### config.mk
export PLATFORM = sky130hd
export DESIGN_NAME = avalon_burst_tester_flat
export DESIGN_NICKNAME = d
export VERILOG_FILES = /design/src/rtl/avalon_tester_pkg.sv /design/src/rtl/avalon_if.sv /design/src/rtl/avalon_burst_tester.sv /design/src/flat_wrapper.sv
export SDC_FILE = /design/constraint.sdc
export NUM_CORES = 1
export LEC_CHECK = 0
export CORE_ASPECT_RATIO = 0.75
export CORE_MARGIN = 2
export CORE_UTILIZATION = 46
export CTS_CLUSTER_SIZE = 24
export DETAILED_ROUTE_END_ITERATION = 10
export PLACE_DENSITY = 0.87
export SLEW_MARGIN = 20
export SYNTH_ARGS = -nofsm -noshare
export SYNTH_HDL_FRONTEND = slang
export SYNTH_SLANG_ARGS = --single-unit
### constraint.sdc
create_clock -name clk -period 4.9 [get_ports clk]
set_input_delay 0.98 -clock clk [delete_from_list [all_inputs] [get_ports clk]]
set_output_delay 0.98 -clock clk [all_outputs]
set_load 0.02 [all_outputs]
### src/rtl/avalon_tester_pkg.sv
`default_nettype none
// ---------------------------------------------------------------------------
// avalon_tester_pkg : states, burst-length helper and test pattern. Rev 1.0
// ---------------------------------------------------------------------------
package avalon_tester_pkg;

    typedef enum logic [2:0] {
        IDLE     = 3'd0,
        WR_BURST = 3'd1,
        RD_CMD   = 3'd2,
        RD_DATA  = 3'd3,
        FINISH   = 3'd4
    } state_t;

    // Maximal burst is 2**(BURSTCOUNT_W-1), clipped to the memory size.
    function automatic int burst_len(input int ram_add_w, input int burstcount_w);
        int bl_max;
        int words;
        bl_max = 1 << (burstcount_w - 1);
        words  = 1 << ram_add_w;
        return (words < bl_max) ? words : bl_max;
    endfunction

    function automatic logic [31:0] pattern(input logic [15:0] idx, input logic [31:0] seed);
        return seed ^ {~idx, idx};
    endfunction

endpackage
`default_nettype wire

### src/rtl/avalon_if.sv
`default_nettype none
// ---------------------------------------------------------------------------
// avalon_if : burst-capable Avalon-MM bus between a host and a BRAM agent. Rev 1.0
// ---------------------------------------------------------------------------
interface avalon_if #(
    parameter int BURSTCOUNT_W = 4
) (
    input logic clk
);
    logic [31:0]             address;
    logic [3:0]              byteenable;
    logic                    write;
    logic [31:0]             writedata;
    logic                    read;
    logic [31:0]             readdata;
    logic                    readdatavalid;
    logic                    waitrequest;
    logic [BURSTCOUNT_W-1:0] burstcount;

    modport host (
        output address, byteenable, write, writedata, read, burstcount,
        input  readdata, readdatavalid, waitrequest
    );

    modport agent (
        input  clk, address, byteenable, write, writedata, read, burstcount,
        output readdata, readdatavalid, waitrequest
    );
endinterface
`default_nettype wire

### src/rtl/avalon_burst_tester.sv
`default_nettype none
// ---------------------------------------------------------------------------
// avalon_burst_tester : fills memory with write bursts, reads it back and counts mismatches. Rev 1.0
// ---------------------------------------------------------------------------
module avalon_burst_tester
    import avalon_tester_pkg::*;
#(
    parameter int          RAM_ADD_W    = 8,
    parameter int          BURSTCOUNT_W = 4,
    parameter logic [31:0] BASE_ADDR    = 32'h0,
    parameter logic [31:0] SEED         = 32'hA5A5_0000
) (
    input  logic        clk,
    input  logic        reset,
    input  logic        start,
    output logic        busy,
    output logic        done,
    output logic [15:0] error_count,
    output logic [31:0] first_err_addr,
    avalon_if.host      avalon_h
);

    localparam int WORDS  = 2 ** RAM_ADD_W;
    localparam int BL     = burst_len(RAM_ADD_W, BURSTCOUNT_W);
    localparam int NB     = WORDS / BL;
    localparam int BEAT_W = (BL > 1) ? $clog2(BL) : 1;
    localparam int BIDX_W = (NB > 1) ? $clog2(NB) : 1;
    localparam logic [BURSTCOUNT_W-1:0] BC_VAL = BURSTCOUNT_W'(BL);

    function automatic logic [31:0] word_addr(input logic [31:0] idx);
        return BASE_ADDR + (idx << 2);
    endfunction

    state_t                  state_q, state_d;
    logic [BIDX_W-1:0]       b_q, b_d;
    logic [BEAT_W-1:0]       beat_q, beat_d;
    logic                    write_q, write_d;
    logic                    read_q, read_d;
    logic [31:0]             address_q, address_d;
    logic [31:0]             writedata_q, writedata_d;
    logic [BURSTCOUNT_W-1:0] burstcount_q, burstcount_d;
    logic                    busy_q, busy_d;
    logic                    done_q, done_d;
    logic [15:0]             err_cnt_q, err_cnt_d;
    logic [31:0]             first_err_q, first_err_d;

    logic [31:0] w_idx;
    logic [31:0] w_next_idx;
    logic [31:0] w_next_base;
    logic        w_last_beat;
    logic        w_last_burst;

    assign w_idx        = 32'(b_q) * 32'(BL) + 32'(beat_q);
    assign w_next_idx   = w_idx + 32'd1;
    assign w_next_base  = (32'(b_q) + 32'd1) * 32'(BL);
    assign w_last_beat  = (beat_q == BEAT_W'(BL - 1));
    assign w_last_burst = (b_q == BIDX_W'(NB - 1));

    always_ff @(posedge clk or posedge reset) begin
        if (reset) begin
            state_q      <= IDLE;
            b_q          <= '0;
            beat_q       <= '0;
            write_q      <= 1'b0;
            read_q       <= 1'b0;
            address_q    <= '0;
            writedata_q  <= '0;
            burstcount_q <= '0;
            busy_q       <= 1'b0;
            done_q       <= 1'b0;
            err_cnt_q    <= '0;
            first_err_q  <= '0;
        end else begin
            state_q      <= state_d;
            b_q          <= b_d;
            beat_q       <= beat_d;
            write_q      <= write_d;
            read_q       <= read_d;
            address_q    <= address_d;
            writedata_q  <= writedata_d;
            burstcount_q <= burstcount_d;
            busy_q       <= busy_d;
            done_q       <= done_d;
            err_cnt_q    <= err_cnt_d;
            first_err_q  <= first_err_d;
        end
    end

    always_comb begin
        state_d      = state_q;
        b_d          = b_q;
        beat_d       = beat_q;
        write_d      = write_q;
        read_d       = read_q;
        address_d    = address_q;
        writedata_d  = writedata_q;
        burstcount_d = burstcount_q;
        busy_d       = busy_q;
        done_d       = done_q;
        err_cnt_d    = err_cnt_q;
        first_err_d  = first_err_q;

        unique case (state_q)
            IDLE: begin
                if (start) begin
                    err_cnt_d    = '0;
                    first_err_d  = '0;
                    done_d       = 1'b0;
                    busy_d       = 1'b1;
                    b_d          = '0;
                    beat_d       = '0;
                    write_d      = 1'b1;
                    address_d    = word_addr(32'd0);
                    writedata_d  = pattern(16'd0, SEED);
                    burstcount_d = BC_VAL;
                    state_d      = WR_BURST;
                end
            end
            WR_BURST: begin
                // Outputs only move on an accepted beat; a stalled beat holds everything.
                if (write_q && !avalon_h.waitrequest) begin
                    if (w_last_beat) begin
                        beat_d = '0;
                        if (w_last_burst) begin
                            write_d   = 1'b0;
                            b_d       = '0;
                            read_d    = 1'b1;
                            address_d = word_addr(32'd0);
                            state_d   = RD_CMD;
                        end else begin
                            b_d         = b_q + 1'b1;
                            address_d   = word_addr(w_next_base);
                            writedata_d = pattern(w_next_base[15:0], SEED);
                        end
                    end else begin
                        beat_d      = beat_q + 1'b1;
                        writedata_d = pattern(w_next_idx[15:0], SEED);
                    end
                end
            end
            RD_CMD: begin
                if (!avalon_h.waitrequest) begin
                    read_d  = 1'b0;
                    beat_d  = '0;
                    state_d = RD_DATA;
                end
            end
            RD_DATA: begin
                if (avalon_h.readdatavalid) begin
                    if (avalon_h.readdata != pattern(w_idx[15:0], SEED)) begin
                        if (err_cnt_q != 16'hFFFF) begin
                            err_cnt_d = err_cnt_q + 16'd1;
                        end
                        if (err_cnt_q == 16'd0) begin
                            first_err_d = word_addr(w_idx);
                        end
                    end
                    if (w_last_beat) begin
                        beat_d = '0;
                        if (w_last_burst) begin
                            state_d = FINISH;
                        end else begin
                            b_d       = b_q + 1'b1;
                            read_d    = 1'b1;
                            address_d = word_addr(w_next_base);
                            state_d   = RD_CMD;
                        end
                    end else begin
                        beat_d = beat_q + 1'b1;
                    end
                end
            end
            FINISH: begin
                busy_d  = 1'b0;
                done_d  = 1'b1;
                state_d = IDLE;
            end
            default: begin
                state_d = IDLE;
            end
        endcase
    end

    assign avalon_h.address    = address_q;
    assign avalon_h.byteenable = 4'hF;
    assign avalon_h.write      = write_q;
    assign avalon_h.writedata  = writedata_q;
    assign avalon_h.read       = read_q;
    assign avalon_h.burstcount = burstcount_q;

    assign busy           = busy_q;
    assign done           = done_q;
    assign error_count    = err_cnt_q;
    assign first_err_addr = first_err_q;

endmodule
`default_nettype wire

### src/flat_wrapper.sv
// flat-port wrapper written by rule: the top's interface ports become plain ports
module avalon_burst_tester_flat import avalon_tester_pkg::*;
#(
    parameter int          RAM_ADD_W    = 8,
    parameter int          BURSTCOUNT_W = 4,
    parameter logic [31:0] BASE_ADDR    = 32'h0,
    parameter logic [31:0] SEED         = 32'hA5A5_0000
)
  (clk, reset, start, busy, done, error_count, first_err_addr, avalon_h_address, avalon_h_byteenable, avalon_h_write, avalon_h_writedata, avalon_h_read, avalon_h_burstcount, avalon_h_readdata, avalon_h_readdatavalid, avalon_h_waitrequest);
  avalon_if #(.BURSTCOUNT_W(BURSTCOUNT_W)) avalon_h_i (.clk(clk));
  input  logic clk;
  input  logic reset;
  input  logic start;
  output logic busy;
  output logic done;
  output logic [15:0] error_count;
  output logic [31:0] first_err_addr;
  output wire logic [$bits(avalon_h_i.address)-1:0] avalon_h_address;
  output wire logic [$bits(avalon_h_i.byteenable)-1:0] avalon_h_byteenable;
  output wire logic [$bits(avalon_h_i.write)-1:0] avalon_h_write;
  output wire logic [$bits(avalon_h_i.writedata)-1:0] avalon_h_writedata;
  output wire logic [$bits(avalon_h_i.read)-1:0] avalon_h_read;
  output wire logic [$bits(avalon_h_i.burstcount)-1:0] avalon_h_burstcount;
  input wire logic [$bits(avalon_h_i.readdata)-1:0] avalon_h_readdata;
  input wire logic [$bits(avalon_h_i.readdatavalid)-1:0] avalon_h_readdatavalid;
  input wire logic [$bits(avalon_h_i.waitrequest)-1:0] avalon_h_waitrequest;
  assign avalon_h_address = avalon_h_i.address;
  assign avalon_h_byteenable = avalon_h_i.byteenable;
  assign avalon_h_write = avalon_h_i.write;
  assign avalon_h_writedata = avalon_h_i.writedata;
  assign avalon_h_read = avalon_h_i.read;
  assign avalon_h_burstcount = avalon_h_i.burstcount;
  assign avalon_h_i.readdata = avalon_h_readdata;
  assign avalon_h_i.readdatavalid = avalon_h_readdatavalid;
  assign avalon_h_i.waitrequest = avalon_h_waitrequest;
  avalon_burst_tester #(.RAM_ADD_W(RAM_ADD_W), .BURSTCOUNT_W(BURSTCOUNT_W), .BASE_ADDR(BASE_ADDR), .SEED(SEED)) u_core (.clk(clk), .reset(reset), .start(start), .busy(busy), .done(done), .error_count(error_count), .first_err_addr(first_err_addr), .avalon_h(avalon_h_i));
endmodule
==> results of run 1 <==
## state kept, by name, indices dropped and copies added (netlist names)
register,count
u_core.avalon_h.address,2
u_core.avalon_h.burstcount,1
u_core.avalon_h.read,1
u_core.avalon_h.write,1
u_core.avalon_h.writedata,14
u_core.b_q,4
u_core.beat_q,3
u_core.busy,1
u_core.done,1
u_core.error_count,16
u_core.first_err_addr,8
u_core.state_q,3
## worst paths after layout
check	from	to	slack, ns
max	avalon_h_readdata[5]	u_core.error_count[5]	1.78
min	u_core.avalon_h.writedata[3]	u_core.avalon_h.writedata[3]	0.49
max reg2reg	u_core.state_q[0]	u_core.error_count[5]	1.78
min reg2reg	u_core.avalon_h.writedata[3]	u_core.avalon_h.writedata[3]	0.49
max in group asynchronous	reset	u_core.state_q[0]	3.26
min in group asynchronous	reset	u_core.first_err_addr[6]	1.17
## where the power goes
group	internal, mW	leakage, nW	switching [mW]
logic	0.199	1.16	0.307
registers	0.505	0.720	0.0834
clock network	0.204	0.0654	0.149
total	0.908	1.95	0.540
## synth_stat cells, drive strengths merged (2+ instances only)
master   count
nor4         6
o2111ai      3
inv         16
a31oi        5
nor4bb       2
o22ai        5
nor3         4
nand2       54
nor2        24
and2         4
a21oi       12
dfrtp       55
mux2i        8
nand4        2
a21o         2
a22oi        2
xor2         3
nor2b        2
conb         2
mux2         2
and3        13
clkbuf      12
ha           6
o21a         2
o41ai        4
nand3       21
nand2b      10
o31ai       26
or3          3
o21ai       22
xnor2        2
or2          2
buf         82
## per-stage QoR
stage	hold WS [ns]	cell area, um2	utilization
2_1_floorplan	0.5258	3876	-
3_3_place_gp	0.4689	4313	0.5545
3_5_place_dp	0.4659	4313	0.5545
4_1_cts	0.4907	4446	0.5716
5_1_grt	0.5077	4454	0.5727
6_report	0.4858	4454	0.5727
## cell families after synthesis
group	count (synthesis)	synth area share
xor gates and xnor gates	5	0.01206
other	2	0.002068
muxes	10	0.02825
AOI/OAI and AO/OA	89	0.1626
buffers and inverters	110	0.1963
adders and majority gates	6	0.02067
DFF	55	0.3789
and+or+nand+nor	148	0.1991
## layer usage
layer  wire length (um)  track usage  vias up
met3                712      0.05297       14
met1               3758       0.2542     1518
li1                   -            -     1488
met5                  0            0        -
met2               4104       0.3414      148
met4                120      0.06104        0
## area by class of cell
type | instances | area [um2]
Clock buffer | 6 | 72.57
Timing Repair Buffer | 96 | 953.4
Tap cell | 105 | 131.4
Fill cell | 690 | 3323
Inverter | 16 | 60.06
Multi-Input combinational cell | 325 | 1800
Sequential cell | 55 | 1376
Clock inverter | 2 | 60.06
## tightest hold or removal path, cell delays in order, from the launching register on
cell and delay, ns:
dfrtp_1 0.36, nand2_1 0.05, nand2_1 0.05
==> metrics.md, run 1 <==
| Metric | Value |
|---|---|
| FF-to-FF path depth | `7` |
| Yosys cell types | `47` |
| Critical-path cell list | `clkdlybuf4s50_1, or3_1, a22oi_1, o21ai_1, nor4_4, buf_4, or3_1, o31ai_1` |
| Routed wire length | `8.695 mm` |
| Core area | `7777 um2` |
| Pwr/cell area | `325.1 nW/um2` |
| Synth top area cells | `dfrtp_1, buf_4, nand2_1, o31ai_1, nand3_1` |
| Tot Pwr | `1.448 mW` |
| Initial core utilization | `0.4670` |
| Diode count | `0` |
| Syn Inst Count | `425` |
| 1st-iter DRT viols | `267` |
| Dpl ws | `1.448 ns` |
| Number of nets in the layout | `542` |
| Slew @ Worst Pin | `0.9794 ns` |
| Post-route ant nets | `0` |
| Width of the chip | `106.6 um` |
| Final setup violation count | `0` |
| WL/cell | `14.37 um` |
| Final period util | `0.6370` |
| Root buf cell | `clkbuf_8` |
| Drt drc | `0` |
| Post-CTS Resized | `0` |
| Port buffer count | `93` |
| Most common cell after layout, fill and taps aside | `clkdlybuf4s50_1` |
| Rows | `28` |
| Postcts setup bufs | `0` |
| CP max stage cell | `or3_1` |
| Area grow syn2layout | `22.63%` |
| H-tree Lvls | `2` |
| GPL Wtd Cong | `0.8753` |
| Worst-Skew Late Latency | `0.31 ns` |
| Peak fanout along the critical path | `19` |
| CTS max path bufs | `2` |
| Hold Path Class | `reg2reg` |
| Hold Fails Final Rpt | `0` |
| Endpoint type of the worst setup path | `flop` |
| Top delay family on crit path | `simple AND/OR/NAND/NOR gates` |
| Vias per Instance | `5.236` |
| Skew final | `0.01157 ns` |
| Maxcap violations | `0` |
| Cts bufs inserted | `5` |
| Share of cells above drive strength 1 | `0.03400` |
| Die area | `8630 um2` |
| Critical path arrival | `3.30 ns` |
| Placed cells | `597` |
| RSZ-0062 raised after global routing | `false` |
| Maximum clock rate | `320.4 MHz` |
| Most frequent cells in the layout | `clkdlybuf4s50_1, conb_1, dfrtp_1, nand2_1, o31ai_1` |
| Remaining Overflow, GRT | `0` |
| EDFF count, synth | `0` |
| Pin count of the biggest net entering global routing | `56` |
| Clk slew on worst S/H paths | `0.10 ns` |
| Largest area contributor in the synthesized netlist | `dfrtp_1` |
| Min cycle time layout | `3.121 ns` |
| Setup ws final | `1.779 ns` |
| CTS tree | `built` |
| Crit path top cell by count | `or3_1` |
| # hold bufs at CTS | `0` |
| Synth Area per Inst | `8.546 um2` |
| Detailed placement HPWL | `6.458 mm` |
| Slew headroom | `0.3442` |
| CP startpoint kind | `input port` |
| Crit-path max cell delay | `0.49 ns` |
| Non-Filler Instances | `605` |
| Routed vias | `3,168` |
| Final Max Tran Viols | `0` |
| Fraction of registers with async set/reset | `1.000` |
| Antenna violations before repair | `0` |
| Critical path required time | `5.08 ns` |
| Number of global-route vias before repair | `2,924` |
| CP Buf/Inv Count | `2` |
| Post-synthesis register bit count | `55` |
| 1st-pass router iterations | `5` |
| Post-Route Setup TNS | `0 ns` |
| VDD IR max | `0.1911 mV` |
| Sequential-to-total area share from yosys stat | `0.3789` |
| First-pass GRT wire length | `13.88 mm` |
| Ys Warns | `0` |
| Mapped cell area | `3632 um2` |
| WS Path Type | `in2reg` |
| Die H | `80.96 um` |
| I/O Pins | `161` |
| Overall Global Routing Usage | `0.2010` |
| Share of the synthesized area in the top cell type | `0.3789` |
| Leakage | `1.950 nW` |
| Most common flop cell mapped by yosys | `dfrtp_1` |
| Clock Sinks | `55` |
| WHS Path Cells | `2` |
| Status | `finished, final reports clean` |
| Cell depth of the worst setup path | `8` |
(Power assumes the default switching activity.)
==> run 2: changes to the inputs <==
- CORE_UTILIZATION: 46 -> 43
- PLACE_DENSITY: 0.87 -> 0.82
- clock period: 4.9 -> 3 ns (I/O delays scaled with it)
==> metrics.md, run 2 (synthesized netlist as in run 1, its figures left out) <==
| Metric | Value |
|---|---|
| Clk slew on worst S/H paths | `0.07 ns (-0.03 ns)` |
| Area grow syn2layout | `24.87%` |
| Routed wire length | `9.075 mm (+4.4%)` |
| WS Path Type | `reg2reg` |
| Number of nets in the layout | `550 (+1.5%)` |
| Post-route ant nets | `0 (unchanged)` |
| Status | `finished, final reports clean` |
| GPL Wtd Cong | `0.9205 (+5.2%)` |
| Post-Route Setup TNS | `0 ns (unchanged)` |
| Critical path required time | `3.22 ns (-1.86 ns)` |
| Die H | `83.60 um (+3.3%)` |
| Pwr/cell area | `537.1 nW/um2 (+65%)` |
| Postcts setup bufs | `0 (unchanged)` |
| Final Max Tran Viols | `0 (unchanged)` |
| Final hold slack | `0.4842 ns (-0.001611 ns)` |
| Dpl ws | `0.2665 ns (-1.181 ns)` |
| Crit-path max cell delay | `0.72 ns (+0.23 ns)` |
| CP startpoint kind | `flop` |
| P_int | `1.513 mW (+67%)` |
| Final setup violation count | `0 (unchanged)` |
| Net Sw Power | `0.9233 mW (+71%)` |
| Die area | `9206 um2 (+6.7%)` |
| Critical-path cell list | `nor2b_1, buf_4, and2_1, nand3_1, nor4_4, nor3b_2, mux2i_1` |
| I/O Pins | `161 (unchanged)` |
| 1st-pass router iterations | `6 (+1)` |
| Top delay family on crit path | `simple AND/OR/NAND/NOR gates` |
| Diode count | `0 (unchanged)` |
| Maxcap violations | `0 (unchanged)` |
| Combinational fraction of design power | `0.385 (+0.035)` |
| Clock Sinks | `55 (unchanged)` |
| 1st-iter DRT viols | `275 (+3.0%)` |
| Worst-Skew Late Latency | `0.29 ns (-0.02 ns)` |
| Tot Pwr | `2.436 mW (+68%)` |
| Critical path arrival | `2.73 ns (-0.57 ns)` |
| Overall Global Routing Usage | `0.1921 (-0.008843)` |
| CP Buf/Inv Count | `1 (-1)` |
| Max reg flops | `16 (unchanged)` |
| Most frequent cells in the layout | `clkdlybuf4s50_1, conb_1, dfrtp_1, nand2_1, o31ai_1` |
| Post-CTS Resized | `0 (unchanged)` |
| Slew @ Worst Pin | `0.8744 ns (-0.1050 ns)` |
| Hold Fails Final Rpt | `0 (unchanged)` |
| H-tree Lvls | `2 (unchanged)` |
| Hold Path Class | `reg2reg` |
| Number of global-route vias before repair | `2,831 (-3.2%)` |
| First-pass GRT wire length | `14.08 mm (+1.5%)` |
| Endpoint type of the worst setup path | `flop` |
| Slew headroom | `0.4145 (+0.07030)` |
| VDD IR max | `0.2960 mV (+55%)` |
| CTS tree | `built` |
| Pin count of the biggest net entering global routing | `30 (-46%)` |
| Most common cell after layout, fill and taps aside | `clkdlybuf4s50_1` |
| Clock share of power | `0.239 (-0.005)` |
| CTS max path bufs | `2 (unchanged)` |
| Final period util | `0.8373` |
| Port buffer count | `93 (unchanged)` |
| Drt drc | `0 (unchanged)` |
| RSZ-0062 raised after global routing | `false` |
| Net Sw Frac | `0.3790 (+0.006212)` |
| Rows | `28 (unchanged)` |
| Vias per Instance | `5.233 (about the same)` |
| Post-Route Utilization | `0.5629 (-0.009828)` |
| Leakage | `1.997 nW (+2.4%)` |
| Register share of total power | `0.376 (-0.030)` |
| Skew final | `0.007650 ns (-0.003924 ns)` |
| Width of the chip | `110.1 um (+3.3%)` |
| Min cycle time layout | `2.512 ns` |
| Detailed placement HPWL | `7.035 mm (+8.9%)` |
| Peak fanout along the critical path | `16 (-3)` |
| Initial core utilization | `0.4508 (-0.01624)` |
| Routed vias | `3,208 (+1.3%)` |
| Root buf cell | `clkbuf_16` |
| Antenna violations before repair | `0 (unchanged)` |
| WL/cell | `14.80 um (+3.0%)` |
| Remaining Overflow, GRT | `0 (unchanged)` |
| # hold bufs at CTS | `0 (unchanged)` |
| Cts bufs inserted | `5 (unchanged)` |
| Setup ws final | `0.4881 ns (-1.291 ns)` |
| Share of cells above drive strength 1 | `0.05118 (+0.01718)` |
| Core area | `8058 um2 (+3.6%)` |
| CP max stage cell | `nor3b_2` |
| Maximum clock rate | `398.1 MHz` |
==> run 2: path summary, 6_finish.rpt <==
kind	startpoint	to	slack (ns)	cells past startpoint
max	u_core.state_q[0]	u_core.first_err_addr[3]	0.49	7
min	u_core.avalon_h.writedata[6]	u_core.avalon_h.writedata[6]	0.48	1
max reg2reg	u_core.state_q[0]	u_core.first_err_addr[3]	0.49	7
min reg2reg	u_core.avalon_h.writedata[6]	u_core.avalon_h.writedata[6]	0.48	1
max in group asynchronous	reset	u_core.state_q[1]	1.75	3
min in group asynchronous	reset	u_core.first_err_addr[8]	0.68	2
==> run 2: power by group through the flow <==
stage,Sequential (mW),Clock [mW],Combinational (mW)
4_1_cts,0.917,0.592,0.936
6_report,0.917,0.583,0.937
2_1_floorplan,0.985,0,0.583
3_3_place_gp,0.925,0,0.917
5_1_grt,0.932,0.621,1.03
3_5_place_dp,0.931,0,0.931
==> run 2: final cells by class <==
cell class / count / area (um2)
Tap cell: 105 / 131.4
Multi-Input combinational cell: 325 / 1792
Sequential cell: 55 / 1376
Inverter: 16 / 60.06
Fill cell: 732 / 3522
Timing Repair Buffer: 104 / 1026
Clock inverter: 3 / 25.02
Clock buffer: 5 / 125.1
==> run 2: per-stage QoR <==
stage,std cells,instance area [um2]
2_1_floorplan,490,3876
3_3_place_gp,605,4385
3_5_place_dp,605,4385
4_1_cts,613,4536
5_1_grt,613,4536
6_report,613,4536
==> run 2: routing by layer <==
layer / global-route usage / vias to the layer above / part of all wire / wire length [um]
met5: 0 / - / 0 / 0
met4: 0.05682 / 0 / 0.012 / 113
met3: 0.02810 / 12 / 0.074 / 675
met2: 0.3006 / 150 / 0.47 / 4308
met1: 0.2744 / 1544 / 0.44 / 3977
li1: - / 1502 / - / -
==> run 2: worst register-to-register path, stage by stage (launching register included) <==
cell and delay [ns]:
dfrtp_1 0.54, nor2b_1 0.23, buf_4 0.18, and2_1 0.26
nand3_1 0.17, nor4_4 0.07, nor3b_2 0.72, mux2i_1 0.27
==> run 3: changes to the inputs <==
- clock period: 3 -> 2.54 ns (I/O delays scaled with it)
==> metrics.md, run 3 (synthesized netlist as in run 1, its figures left out) <==
| Metric | Value |
|---|---|
| Status | `finished, final reports clean` |
| Remaining Overflow, GRT | `0 (unchanged)` |
| Slew headroom | `0.6220 (+0.2075)` |
| Vias per Instance | `5.075 (-3.0%)` |
| FF-to-FF End | `u_core.avalon_h.read` |
| Peak fanout along the critical path | `7 (-9)` |
| Most common cell after layout, fill and taps aside | `clkdlybuf4s50_1` |
| Hold Path Class | `reg2reg` |
| Most frequent cells in the layout | `clkdlybuf4s50_1, conb_1, dfrtp_1, nand2_1, o31ai_1` |
| WHS Path Cells | `2 (+1)` |
| Antenna violations before repair | `0 (unchanged)` |
| CTS max path bufs | `2 (unchanged)` |
| Slew @ Worst Pin | `0.5664 ns (-0.3080 ns)` |
| Final setup violation count | `0 (unchanged)` |
| Combinational fraction of design power | `0.385 (about the same)` |
| Diode count | `0 (unchanged)` |
| Overall Global Routing Usage | `0.1994 (+0.007315)` |
| Final hold slack | `0.4813 ns (-0.002842 ns)` |
| Hold_sp | `u_core.avalon_h.writedata[3]` |
| 1st-iter DRT viols | `170 (-38%)` |
| 1st-pass router iterations | `4 (-2)` |
| Area grow syn2layout | `28.25%` |
| Worst-Skew Late Latency | `0.29 ns (about the same)` |
| Post-CTS Resized | `0 (unchanged)` |
| Final Max Tran Viols | `0 (unchanged)` |
| Number of nets in the layout | `562 (+2.2%)` |
| Final period util | `0.9153 (+0.07805)` |
| Root buf cell | `clkbuf_16` |
| Number of global-route vias before repair | `2,971 (+4.9%)` |
| Post-route ant nets | `0 (unchanged)` |
| First-pass GRT wire length | `14.70 mm (+4.4%)` |
| CP startpoint kind | `flop` |
| Leakage | `2.071 nW (+3.7%)` |
| RR Startpoint | `u_core.b_q[1]` |
| Register share of total power | `0.352 (-0.024)` |
| RSZ-0062 raised after global routing | `false` |
| R2r setup slk | `0.22 ns (-0.27 ns)` |
| Non-Filler Instances | `625 (+2.0%)` |
| Width of the chip | `110.1 um (unchanged)` |
| Clock share of power | `0.263 (+0.024)` |
| P_int | `1.945 mW (+29%)` |
| FF-to-FF path depth | `8 (+1)` |
| Detailed placement HPWL | `7.106 mm (+1.0%)` |
| Die H | `83.60 um (unchanged)` |
| Critical path required time | `2.72 ns (-0.50 ns)` |
| # hold bufs at CTS | `0 (unchanged)` |
| Net Sw Frac | `0.3603 (-0.01867)` |
| Core area | `8058 um2 (unchanged)` |
| WL/cell | `14.49 um (-2.1%)` |
| Routed wire length | `9.054 mm (-0.23%)` |
| Maximum clock rate | `430.1 MHz (+8.0%)` |
| Die area | `9206 um2 (unchanged)` |
| Cts bufs inserted | `5 (unchanged)` |
| Clk slew on worst S/H paths | `0.07 ns (about the same)` |
| Drt drc | `0 (unchanged)` |
| VDD IR max | `0.3340 mV (+13%)` |
| Critical path arrival | `2.50 ns (-0.23 ns)` |
| Placed cells | `617 (+2.0%)` |
| Initial core utilization | `0.4508 (unchanged)` |
| Hold Fails Final Rpt | `0 (unchanged)` |
| Pwr/cell area | `652.6 nW/um2 (+21%)` |
| Maxcap violations | `0 (unchanged)` |
| Net Sw Power | `1.095 mW (+19%)` |
| Postcts setup bufs | `0 (unchanged)` |
| Pin count of the biggest net entering global routing | `24 (-20%)` |
| GPL Wtd Cong | `0.8849 (-3.9%)` |
| Share of cells above drive strength 1 | `0.07500 (+0.02382)` |
| Worst hold endpoint | `u_core.avalon_h.writedata[3]` |
| WS Path Type | `reg2reg` |
| Clock Sinks | `55 (unchanged)` |
| Endpoint type of the worst setup path | `flop` |
| Rows | `28 (unchanged)` |
| H-tree Lvls | `2 (unchanged)` |
| Min cycle time layout | `2.325 ns (-0.1869 ns)` |
| CTS tree | `built` |
| Max reg flops | `16 (unchanged)` |
| Port buffer count | `93 (unchanged)` |
| Routed vias | `3,172 (-1.1%)` |
| I/O Pins | `161 (unchanged)` |
| Skew final | `0.007054 ns (-0.0005967 ns)` |
## run 3: worst max path at each step
stage | startpoint | end | slack (ns)
after floorplan | u_core.b_q[1] | u_core.avalon_h.read | 0.23
after global placement | avalon_h_readdatavalid | u_core.first_err_addr[5] | -0.007
after detailed placement | avalon_h_readdata[18] | u_core.first_err_addr[7] | -0.1
after CTS | u_core.b_q[1] | u_core.avalon_h.read | 0.14
after global routing | u_core.b_q[1] | u_core.avalon_h.read | 0.04
final | u_core.b_q[1] | u_core.avalon_h.read | 0.22
## run 3: per-layer routing
metal	vias to the layer above	global-route usage	wire length (um)
met5	-	0	0
met2	143	0.3084	4235
met1	1484	0.2816	3941
met3	12	0.03747	754
met4	0	0.06136	122
li1	1533	-	-
## run 3: power groups by stage
| stage | sequential, mW | combinational, mW | clock, mW |
|---|---|---|---|
| 6_report | 1.07 | 1.17 | 0.798 |
| 4_1_cts | 1.07 | 1.17 | 0.817 |
| 3_5_place_dp | 1.09 | 1.16 | 0 |
| 2_1_floorplan | 1.16 | 0.689 | 0 |
| 5_1_grt | 1.09 | 1.28 | 0.840 |
| 3_3_place_gp | 1.08 | 1.13 | 0 |
## run 3: layout make-up
type / count / area (um2)
well taps: 105 / 131.4
clock inverters: 2 / 35.03
multi-input cells: 325 / 1800
inverters: 16 / 60.06
fillers: 719 / 3400
clock buffers: 6 / 138.9
flip-flops and latches: 55 / 1376
repair buffers: 116 / 1116
## run 3: metrics by stage
step / setup TNS (ns) / area (um2) / setup WS, ns / power (mW) / utilization
finish: 0 / 4658 / 0.2150 / 3.040 / 0.5781
global route: 0 / 4658 / 0.04197 / 3.208 / 0.5781
CTS: 0 / 4649 / 0.1419 / 3.052 / 0.5770
detailed placement: -1.228 / 4476 / -0.09880 / 2.244 / 0.5554
floorplan: 0 / 3876 / 0.2274 / 1.852 / -
global placement: -0.04089 / 4476 / -0.006994 / 2.217 / 0.5554
## run 3: critical path, stage by stage (launching register included)
cell and delay [ns]:
dfrtp_1 0.36, ha_1 0.21, and3_1 0.21, ha_2 0.28, nand2b_1 0.16, o32ai_1 0.27
a32oi_1 0.15, or2_2 0.30, mux2_2 0.27
